--- src/rtl/temp_code_filter_if.sv ---
// Sample/result bundle between the counter stage, the code filter and its consumer.
// Valid/ready note: there is no back-pressure; a sample is offered by a rising edge on
// analog_out, and every result is a one-cycle avg_valid strobe that must be taken when seen.
interface temp_code_filter_if;
    logic        analog_out;
    logic [7:0]  b;
    logic [7:0]  avg;
    logic        avg_valid;
    logic        alarm;
    logic        stuck;
    logic [11:0] dbg_sum;

    modport master (
        output analog_out, b,
        input  avg, avg_valid, alarm, stuck, dbg_sum
    );

    modport slave (
        input  analog_out, b,
        output avg, avg_valid, alarm, stuck, dbg_sum
    );
endinterface

--- src/rtl/temp_code_filter.sv ---
// Moving-average filter for the temperature code with start-up discard,
// hysteretic over-threshold alarm and stalled-front-end detection.
module temp_code_filter #(
    parameter int          LOG2_N  = 2,
    parameter int          DISCARD = 1,
    parameter logic [7:0]  HI_TH   = 8'd200,
    parameter logic [7:0]  LO_TH   = 8'd100,
    parameter logic [15:0] TIMEOUT = 16'd1024
) (
    input  logic               clk,
    input  logic               RESET,
    temp_code_filter_if.slave  bus
);

    localparam int N   = 1 << LOG2_N;
    localparam int SW  = 8 + LOG2_N;
    localparam int WPW = (LOG2_N == 0) ? 1 : LOG2_N;
    localparam int FW  = LOG2_N + 1;

    logic           r_a_d;
    logic           r_pend;
    logic [2:0]     r_disc;
    logic [7:0]     r_buf [N];
    logic [WPW-1:0] r_wp;
    logic [FW-1:0]  r_fill;
    logic [SW-1:0]  r_sum;
    logic           r_emit;
    logic [7:0]     r_avg;
    logic           r_avg_valid;
    logic           r_alarm;
    logic [15:0]    r_idle;
    logic           r_stuck;

    logic           w_edge;
    logic [SW-1:0]  w_sum_new;
    logic [FW-1:0]  w_fill_next;

    assign w_edge      = bus.analog_out & ~r_a_d;
    // The oldest entry is part of r_sum, so this subtraction can never underflow.
    assign w_sum_new   = r_sum + SW'(bus.b) - SW'(r_buf[r_wp]);
    assign w_fill_next = (r_fill == FW'(N)) ? r_fill : r_fill + 1'b1;

    always_ff @(posedge clk or posedge RESET) begin
        if (RESET) begin
            r_a_d       <= 1'b0;
            r_pend      <= 1'b0;
            r_disc      <= '0;
            for (int i = 0; i < N; i++) r_buf[i] <= '0;
            r_wp        <= '0;
            r_fill      <= '0;
            r_sum       <= '0;
            r_emit      <= 1'b0;
            r_avg       <= '0;
            r_avg_valid <= 1'b0;
            r_alarm     <= 1'b0;
            r_idle      <= '0;
            r_stuck     <= 1'b0;
        end else begin
            r_a_d  <= bus.analog_out;
            r_pend <= w_edge;
            r_emit <= 1'b0;

            if (r_pend) begin
                if (r_disc != 3'(DISCARD)) begin
                    r_disc <= r_disc + 1'b1;
                end else begin
                    r_sum       <= w_sum_new;
                    r_buf[r_wp] <= bus.b;
                    r_wp        <= (r_wp == WPW'(N - 1)) ? '0 : r_wp + 1'b1;
                    r_fill      <= w_fill_next;
                    r_emit      <= (w_fill_next == FW'(N));
                end
            end

            r_avg_valid <= r_emit;
            if (r_emit) r_avg <= 8'(r_sum >> LOG2_N);

            // Hysteresis: between the thresholds the previous decision is kept.
            if (r_avg_valid) begin
                if (r_avg >= HI_TH)      r_alarm <= 1'b1;
                else if (r_avg <= LO_TH) r_alarm <= 1'b0;
            end

            if (w_edge)                 r_idle <= '0;
            else if (r_idle != TIMEOUT) r_idle <= r_idle + 1'b1;
            r_stuck <= (r_idle == TIMEOUT);
        end
    end

    assign bus.avg       = r_avg;
    assign bus.avg_valid = r_avg_valid;
    assign bus.alarm     = r_alarm;
    assign bus.stuck     = r_stuck;
    assign bus.dbg_sum   = 12'(r_sum);

endmodule
--- src/flat_wrapper.sv ---
// flat-port wrapper written by rule: the top's interface ports become plain ports
module temp_code_filter_flat 
#(
    parameter int          LOG2_N  = 2,
    parameter int          DISCARD = 1,
    parameter logic [7:0]  HI_TH   = 8'd200,
    parameter logic [7:0]  LO_TH   = 8'd100,
    parameter logic [15:0] TIMEOUT = 16'd1024
)
  (clk, RESET, bus_analog_out, bus_b, bus_avg, bus_avg_valid, bus_alarm, bus_stuck, bus_dbg_sum);
  temp_code_filter_if bus_i ();
  input  logic clk;
  input  logic RESET;
  input wire logic [$bits(bus_i.analog_out)-1:0] bus_analog_out;
  input wire logic [$bits(bus_i.b)-1:0] bus_b;
  output wire logic [$bits(bus_i.avg)-1:0] bus_avg;
  output wire logic [$bits(bus_i.avg_valid)-1:0] bus_avg_valid;
  output wire logic [$bits(bus_i.alarm)-1:0] bus_alarm;
  output wire logic [$bits(bus_i.stuck)-1:0] bus_stuck;
  output wire logic [$bits(bus_i.dbg_sum)-1:0] bus_dbg_sum;
  assign bus_i.analog_out = bus_analog_out;
  assign bus_i.b = bus_b;
  assign bus_avg = bus_i.avg;
  assign bus_avg_valid = bus_i.avg_valid;
  assign bus_alarm = bus_i.alarm;
  assign bus_stuck = bus_i.stuck;
  assign bus_dbg_sum = bus_i.dbg_sum;
  temp_code_filter #(.LOG2_N(LOG2_N), .DISCARD(DISCARD), .HI_TH(HI_TH), .LO_TH(LO_TH), .TIMEOUT(TIMEOUT)) u_core (.clk(clk), .RESET(RESET), .bus(bus_i));
endmodule
--- config.mk ---
export PLATFORM = sky130hd
export DESIGN_NAME = temp_code_filter_flat
export DESIGN_NICKNAME = d
export VERILOG_FILES = /design/src/rtl/temp_code_filter_if.sv /design/src/rtl/temp_code_filter.sv /design/src/flat_wrapper.sv
export SDC_FILE = /design/constraint.sdc
export NUM_CORES = 1
export LEC_CHECK = 0
export CAP_MARGIN = 40
export CORE_ASPECT_RATIO = 0.9
export CORE_MARGIN = 5
export CORE_UTILIZATION = 40
export CTS_CLUSTER_DIAMETER = 100
export DETAILED_ROUTE_END_ITERATION = 8
export GPL_TIMING_DRIVEN = 0
export PLACE_DENSITY = 0.63
export SLEW_MARGIN = 20
export SYNTH_ARGS = -nofsm -noshare
export SYNTH_HDL_FRONTEND = slang
export SYNTH_SLANG_ARGS = --single-unit
--- constraint.sdc ---
create_clock -name clk -period 9.05 [get_ports clk]
set_clock_uncertainty 0.2 [all_clocks]
set_input_delay 1.3575 -clock clk [delete_from_list [all_inputs] [get_ports clk]]
set_output_delay 1.3575 -clock clk [all_outputs]
set_load 0.05 [all_outputs]
# Yosys cells after proc, flatten, opt, wreduce, memory -nomap -nowiden
# Cells that the tools add are included.
totals:
  register_bits: 80
  mem_count: 0
  in_bits: 11
  mem_bits_ro: 0
  ram_bits: 0
  latchBits: 0
op_classes:
  n_reduce_logical: 6
  div_mod_pow: 0
  eq_ne: 6
  bitwise_logic: 4
  n_mux: 14
  n_lt_le_gt_ge: 4
  mul: 0
  addsub: 6
  shift: 0
op_table:
  columns: ["operator", "count"]
  rows:
  - ["32-bit bitwise mux", 1]
  - ["16-bit two-way mux", 2]
  - ["8-bit two-way mux", 3]
  - ["16-bit by 1-bit adder with 16-bit output, second input constant", 1]
  - ["8-bit binary-select mux with 2-bit select", 1]
  - ["8-bit demux with 2-bit select", 1]
  - ["16-bit by 11-bit equality test with 1-bit output, second input constant", 1]
  - ["16-bit by 11-bit inequality test with 1-bit output, second input constant", 1]
  - ["10-bit by 8-bit adder with 10-bit output", 1]
  - ["10-bit by 8-bit subtractor with 10-bit output", 1]
  - ["8-bit greater-or-equal comparator, second input constant", 1]
  - ["8-bit by 7-bit <= comparator with 1-bit output, second input constant", 1]
  - ["3-bit by 1-bit adder with 3-bit output, second input constant", 2]
  - ["3-bit equality test, second input constant", 2]
  - ["2-bit AND reduction", 3]
  - ["1-bit two-way mux", 4]
  - ["2-bit nonzero test", 2]
  - ["3-bit greater-or-equal comparator, second input constant", 1]
  - ["3-bit by 1-bit less-than comparator with 1-bit output, second input constant", 1]
  - ["3-bit two-way mux", 1]
  - ["3-bit by 1-bit inequality test with 1-bit output, second input constant", 1]
  - ["2-bit inverter with 3-bit output", 1]
  - ["2-bit by 1-bit adder with 2-bit output, second input constant", 1]
  - ["2-bit equality test, second input constant", 1]
  - ["4 further kinds", 5]

# Longest topological paths before layout
depth:
  ltp_word: 6
  ltp_mapped: 13
  mapped_depth_nobuf: 12

# Worst setup path before layout
# Ideal clock, no wire load.
synth_timing:
  kind: "input-to-reg"
  from: "in bus_b[6]"
  to: "reg u_core.r_sum[9]"
  t_arrival_ps: 3262
  setup_slack_ps: 5444
  stages: 10
  path_cell_list: "inv_1 fa_1 inv_1 ha_1 a21o_1 a21oi_2 and4bb_1 o21ai_0 nor3b_2 xor2_1"
synth_via:
  elab_chain_cells: 2
synth_rtl:
  columns: ["item", "line", "rtl"]
  rows:
  - ["start: declaration", "flat_wrapper.sv:15", "input wire logic [$bits(bus_i.b)-1:0] bus_b;"]
  - ["10-bit by 8-bit adder with 10-bit output", "temp_code_filter.sv:40", "assign w_sum_new = r_sum + SW'(bus.b) - SW'(r_buf[r_wp]);"]
  - ["10-bit by 8-bit subtractor with 10-bit output", "temp_code_filter.sv:40", null]
  - ["end signal: assignment", "temp_code_filter.sv:67", "r_sum <= w_sum_new;"]
  - ["end: declaration", "temp_code_filter.sv:26", "logic [SW-1:0] r_sum;"]
# Every way passes these cells.
# A chain may end at the register's enable or synchronous reset.

# Final worst setup path
# Ends and elaborated chain as after synthesis.

==> results.md <==
* Status: finished clean
* # Post-CTS Setup Buffers at 0
* Simple-Gate Fraction of Synth Area at between 10% and 20%
* Global routing's busiest layer: met2
* Leak pwr at 0.00237 uW
* Clock power share at 18.9%
* CTS tree: yes
* Core Region at roughly 10,000 um^2
* Crit-path slowest cell: fa_1
* Synth-to-Final Area Change at 20.0%
* Reg2reg setup slack at 5480 ps
* M1 GR Usage at between 10% and 20%
* Cell Area, Synth at 4170 um^2
* Kind of critical path: primary input to flip-flop
* Final #Nets at 480
* Slew headroom at about 59%
* CTS Buf Count at 9
* Post-synthesis instance total at 397
* Synth Area in XOR/XNOR at ~3.8%
* CP dominant cell by count: inv_1
* Setup TNS at 0 ps
* Largest family of logic cells by synthesized area: simple AND/OR/NAND/NOR gates
* Combinational Power Share at 53.0%
* Crit Reg-Reg Endpoint: u_core.r_sum[9]
* Reg2reg path depth at 11
* All-Layer GR Usage at 13.9%
* Post-synthesis mux area share at 8.07%
* Yosys top cell by area: dfrtp_1
* Final worst path period need at 3870 ps
* GPL Wtd Cong at ~0.74
* Crit-path cells: clkdlybuf4s50_1 > inv_1 > fa_1 > inv_1 > ha_1 > a21o_1 > a21oi_2 > and4bb_1 > o21ai_0 > nor3b_2 > xor2_1
* First-pass GRT wire length at 14.2 mm
* Worst reg2reg startpoint: u_core.r_wp[0]
* First-pass iteration count of the detailed router at 4
* Met2 Usage GRT at 22.6%
* Final hold vios at 0
* Largest net degree at the start of global routing at 46
* RSZ-0062 raised after global routing: no
* Share of total power in sequential cells at 28.1%
* FILL cells at 941
* Syn Area/Cell at 10.5 um^2
* Synth Flop Type: dfrtp_1
* Total vias in the final route at 2,874
* Final setup vio count at 0
* Slew at the pin with the worst max-slew slack at 616 ps
* Post-synthesis register bit count at 80
* Area occupied by multi-input gates at 1920 um^2
* Port Buffer Count at 31
* Post-CTS Hold Buffers at 0
* Final Worst Setup Slack at roughly 5200 ps
* Power Internal at 1200 uW
* Final period util at between 40% and 50%
* Syn. warnings at 0
* Die Ht at between 100 and 150 um
* Pre-CTS WS at 4850 ps
* WL final at around 8.1 mm
* Async SR Flop Fraction at 100%
* Ratio of cells with drive above 1 in the final layout at 12.8%
* Number of remaining DRC errors at 0
* Critical path launch point: bus_b[6]
* Startpoint types: primary input
* Total power at about 2100 uW
* Antenna cells at 0
* Worst-path fanout max at 7
* Met3 layer usage reported by global route at under 10%
* Post-cts repair resize count at 0
* Largest stage delay on the critical path at ~520 ps
* Sw frac at between 40 and 50%
* Die Area at 12,600 um^2
* PwrDens at between 400 and 500 nW/um^2
* CTS Sinks at 80
* Final HPWL from detailed placement at about 6.0 mm
* GRT overflow at 0
* H-Tree Depth at 3
* EDFF count, synth at 0
* Vias in the first global route at 2,959
* Final ANT Viol Nets at 0
* Drt wl/cell at 14.0 um
* Vias per inst at 5.00
* WP data required at 9060 ps
* Dpl cells at 559
* Top cell type's share of synthesized area at between 40% and 50%
* Largest buffer count on any clock path at 2
* Max frequency at approximately 260 MHz
* Top area cells in the synthesized netlist: dfrtp_1 48%, ha_1 6.0%, o21ai_1 4.6%
* Compound-gate portion of the synthesized area at 10.3%
* Row count at 35
* Adder-Cell Fraction of Synth Area at 9.84%
* Seq. cell area at 2000 um^2
* Type of the worst min-delay path: flip-flop to flip-flop
* Root Driver: clkbuf_16
* Setup crit end kind: flip-flop
* Seq/Total Area, Yosys at 48.0%
* Final Slew Violations at 0
* Skew-Pair Late Insertion Delay at 330 ps
* Distinct cells, synth at 49
* Top Ports at 34
* Initial antenna violation count at 0
* Starting Density at between 40% and 50%
* Worst Path Arrival at 3880 ps
* Worst setup path endpoint: u_core.r_sum[9]
* Final std cells w/o fill at 575
* Maxcap violations at 0
* Sw Pwr at 877 uW
* 1st-iter DRT viols at 136
* VDD IR max at 0.259 mV
* Die width at 118 um
* Clk pin slew, worst setup/hold paths at 60 ps
sequential cells by signal (all words and copies together), names as in the netlist, 2 cells and up:
register / flops
u_core.bus.avg: 8
u_core.r_buf: 32
u_core.r_disc: 3
u_core.r_fill: 3
u_core.r_idle: 16
u_core.r_sum: 10
u_core.r_wp: 2
metrics by stage:
stage | cell area [um^2] | utilization, % | hold slack [ps]
2_1_floorplan | 4180 | - | 152
3_3_place_gp | 4650 | 45.5 | 157
6_report | 5000 | 49.0 | 170
5_1_grt | 5000 | 49.0 | 187
4_1_cts | 5000 | 49.0 | 174
3_5_place_dp | 4680 | 45.8 | 160
cell type report:
class                   instances  area share (%)
flip-flops and latches         80            40.0
plain buffers                  14            1.55
inverters                      46            3.50
clock inverters                 7            2.05
repair buffers                 32            6.75
well taps                     129            3.23
clock buffers                   9            4.50
multi-input cells             258            38.4
cell usage in the layout (no fill, tap or decap), types with 9 or more instances in the layout:
| cell type | instances |
|---|---|
| ha_1 | 20 |
| a21oi_1 | 10 |
| clkdlybuf4s50_1 | 31 |
| nand3_1 | 11 |
| o21ai_1 | 38 |
| nand2_1 | 48 |
| inv_1 | 44 |
| nor2_1 | 23 |
| mux2_2 | 9 |
| clkbuf_16 | 9 |
| xor2_1 | 12 |
| dfrtp_1 | 80 |
synth_stat cells (all sizes together) (2+ instances only):
cell type,n
a31oi,3
nand2,52
xor2,12
buf,9
xnor2,6
o31ai,2
nor2b,3
and3,2
a21o,3
ha,20
mux2,13
nor3b,2
fa,8
mux4,8
dfrtp,80
nand3,11
a21oi,13
nor3,6
clkbuf,5
nand4,4
nor2,23
nor4,2
o21ai,43
inv,46
or3,5
o21a,3
power by group through the flow:
stage	Clock, uW	Combinational [uW]	Sequential (uW)
2_1_floorplan	0	748	692
3_3_place_gp	0	1080	582
3_5_place_dp	0	1110	590
4_1_cts	403	1120	585
5_1_grt	418	1240	604
6_report	394	1100	584
logic make-up after synthesis:
family,after synthesis
xor+xnor,18
mux,22
simple gates,115
compound gates,73
buf+inv,60
other cells,1
fa+ha+maj,28
flops,80
worst min path at each step:
| stage | slack, ps | end | from | cells past startpoint |
|---|---|---|---|---|
| 3_3_place_gp | 160 | u_core.bus.avg_valid | u_core.r_emit | 0 |
| 3_5_place_dp | 160 | u_core.bus.avg_valid | u_core.r_emit | 0 |
| 2_1_floorplan | 150 | u_core.bus.avg_valid | u_core.r_emit | 0 |
| 4_1_cts | 170 | u_core.bus.avg_valid | u_core.r_emit | 0 |
| 6_report | 170 | u_core.bus.avg_valid | u_core.r_emit | 0 |
| 5_1_grt | 190 | u_core.bus.avg_valid | u_core.r_emit | 0 |
critical path: cells and delay by family:
kind,cells,cell delay [ps]
AND/OR/NAND/NOR,2,400
AO/OA/AOI/OAI,3,490
buffers and inverters,3,600
adder cells (fa/ha/maj),2,900
XOR/XNOR,1,140
layer usage:
layer,vias up,share of wire (%)
li1,1430,-
met1,1391,48
met2,41,47
met3,12,3.9
met4,0,1.4
met5,-,0
No activity file was read; power rests on OpenSTA's default activity.
==> RTL change (same settings) <==
`LOG2_N` is set to 2 in 2 places; all go to 1.
--- a/src/rtl/temp_code_filter.sv
+++ b/src/rtl/temp_code_filter.sv
@@ -2,5 +2,5 @@
 // hysteretic over-threshold alarm and stalled-front-end detection.
 module temp_code_filter #(
-    parameter int          LOG2_N  = 2,
+    parameter int          LOG2_N  = 1,
     parameter int          DISCARD = 1,
     parameter logic [7:0]  HI_TH   = 8'd200,
--- a/src/flat_wrapper.sv
+++ b/src/flat_wrapper.sv
@@ -2,5 +2,5 @@
 module temp_code_filter_flat 
 #(
-    parameter int          LOG2_N  = 2,
+    parameter int          LOG2_N  = 1,
     parameter int          DISCARD = 1,
     parameter logic [7:0]  HI_TH   = 8'd200,
Formal check against the unedited RTL: not equivalent (a bounded check fails within 10 cycles, from zero or initial values and one cycle with RESET high).
==> RTL change against the original RTL <==
Cell count decreased by 23%; global-route usage shrank 0.78 points; fmax grew 1.6%; routed wire length shrank 27%; cell area shrank 24%; hold slack improved by 0.014 ns; clock power decreased by 46%; setup slack better by 0.062 ns; total power fell by 27%; sequential cell count shrank 19; area after synthesis fell by 24%; synthesized cell count fell by 24%; combinational power decreased by 22%; critical path type unchanged; critical endpoint is now u_core.r_sum[8]; largest cell class unchanged.
==> RTL change: results (changes against the original RTL) <==
Clock tree
The root buffer cell is sky130_fd_sc_hd__clkbuf_8.

STA
The worst hold margin is 0.185 ns (+0.0144 ns). The post-route minimum period is 3.81 ns (-0.0616 ns).

Final layout
The number of clock buffer instances in the layout is 12 (+3). The number of signal-net buffers in the layout came to 41 (-11%). The count of nets after finishing was 378 (-21%). The relative area of clock buffers and inverters in the final design is 4.36% (-2.2 points). The multi-input gate count is 194 (-25%).

The post-route standard cell area excluding fillers is 3780 um^2 (-24%). The area share of buffers outside the clock network is 9.98% (+1.7 points). The fill cell total of the finished layout is 700 (-26%).

The share of post-route cells with drive strength above 1 is 12.9% (+0.15 points).

GRT
The met3 demand-to-capacity share in global routing is 5.40% (+2.0 points). The pin count of the biggest net entering global routing is 53 (+15%). The combined global-route utilization of all metal layers is 13.1% (-0.78 points). The number of global-route vias before repair is 2131 (-28%).

Detailed routing
The number of DRC markers in iteration 0 came to 48 (-65%). The per-cell routed wire length is 13.2 um (-6.0%). The detailed-route vias per instance was 4.87 (-2.5%). The routed metal-1 wirelength came to 2890 um (-25%). The total met3 wirelength after detailed routing is 317 um (+1.9%). The total number of vias is 2163 (-25%).

Placed design
The total of buffers placed on input and output ports is 30 (-3.2%). The number of placed instances with taps included was 430 (-23%). The placed wire-length estimate after detailed placement is 4330 um (-27%).

Pwr
The switching component of the power came to 0.664 mW (-24%). The maximum vdd drop is 0.000165 V (-36%). The leakage power total is 1.78 nW (-25%).

Outcome
The run finished with clean final reports.

Yosys
The post-synthesis sequential element count is 61 (-24%). Sorting the synthesized cells by how often they occur yields 61 x sky130_fd_sc_hd__dfrtp_1, 38 x sky130_fd_sc_hd__inv_1, 26 x sky130_fd_sc_hd__nand2_1. The gate count of the mapped netlist came to 301 (-24%). Yosys attributes the largest share of cell area to sky130_fd_sc_hd__dfrtp_1 48%, sky130_fd_sc_hd__mux2_2 8.9%, sky130_fd_sc_hd__ha_1 5.5%. The share of the yosys chip area belonging to registers is 48.3% (+0.29 points). The number of library cell types mapped by synthesis is 38 (-22%).

Setup path
The origin of the critical flop-to-flop path is u_core.r_wp. The peak fanout along the critical path is 3 (-4). The worst setup slack for register-to-register paths came to 5.57 ns (+0.09 ns). The critical path starts at bus_b[1].

The end of the worst register-to-register path is u_core.r_sum[8].
## RTL change: cell types whose count changed in the layout (fill, tap and decap cells not counted), sizes merged, moves of 6 or more
cell	change
buf	-6
dfrtp	-19
ha	-6
inv	-10
mux2	+12
mux4	-8
nand2	-26
nand3	-7
o21ai	-20
## RTL change: logic make-up (layout without fill, tap and decap cells)
group,Yosys count,in the layout,share of synthesized area (%)
muxes,26,26,9.22
other,1,3,0.119
and+or+nand+nor,73,73,11.0
AOI/OAI and AO/OA,50,50,9.14
adders and majority gates,22,22,10.6
DFF,61,61,48.3
xor gates and xnor gates,20,20,5.54
buffers and inverters,48,93,6.09
## RTL change: power groups by stage
stage	Clock, mW	Sequential (mW)	Combinational, mW
2_1_floorplan	0	0.554	0.544
6_report	0.211	0.441	0.861
3_5_place_dp	0	0.448	0.866
5_1_grt	0.232	0.455	0.973
4_1_cts	0.220	0.444	0.870
3_3_place_gp	0	0.444	0.849
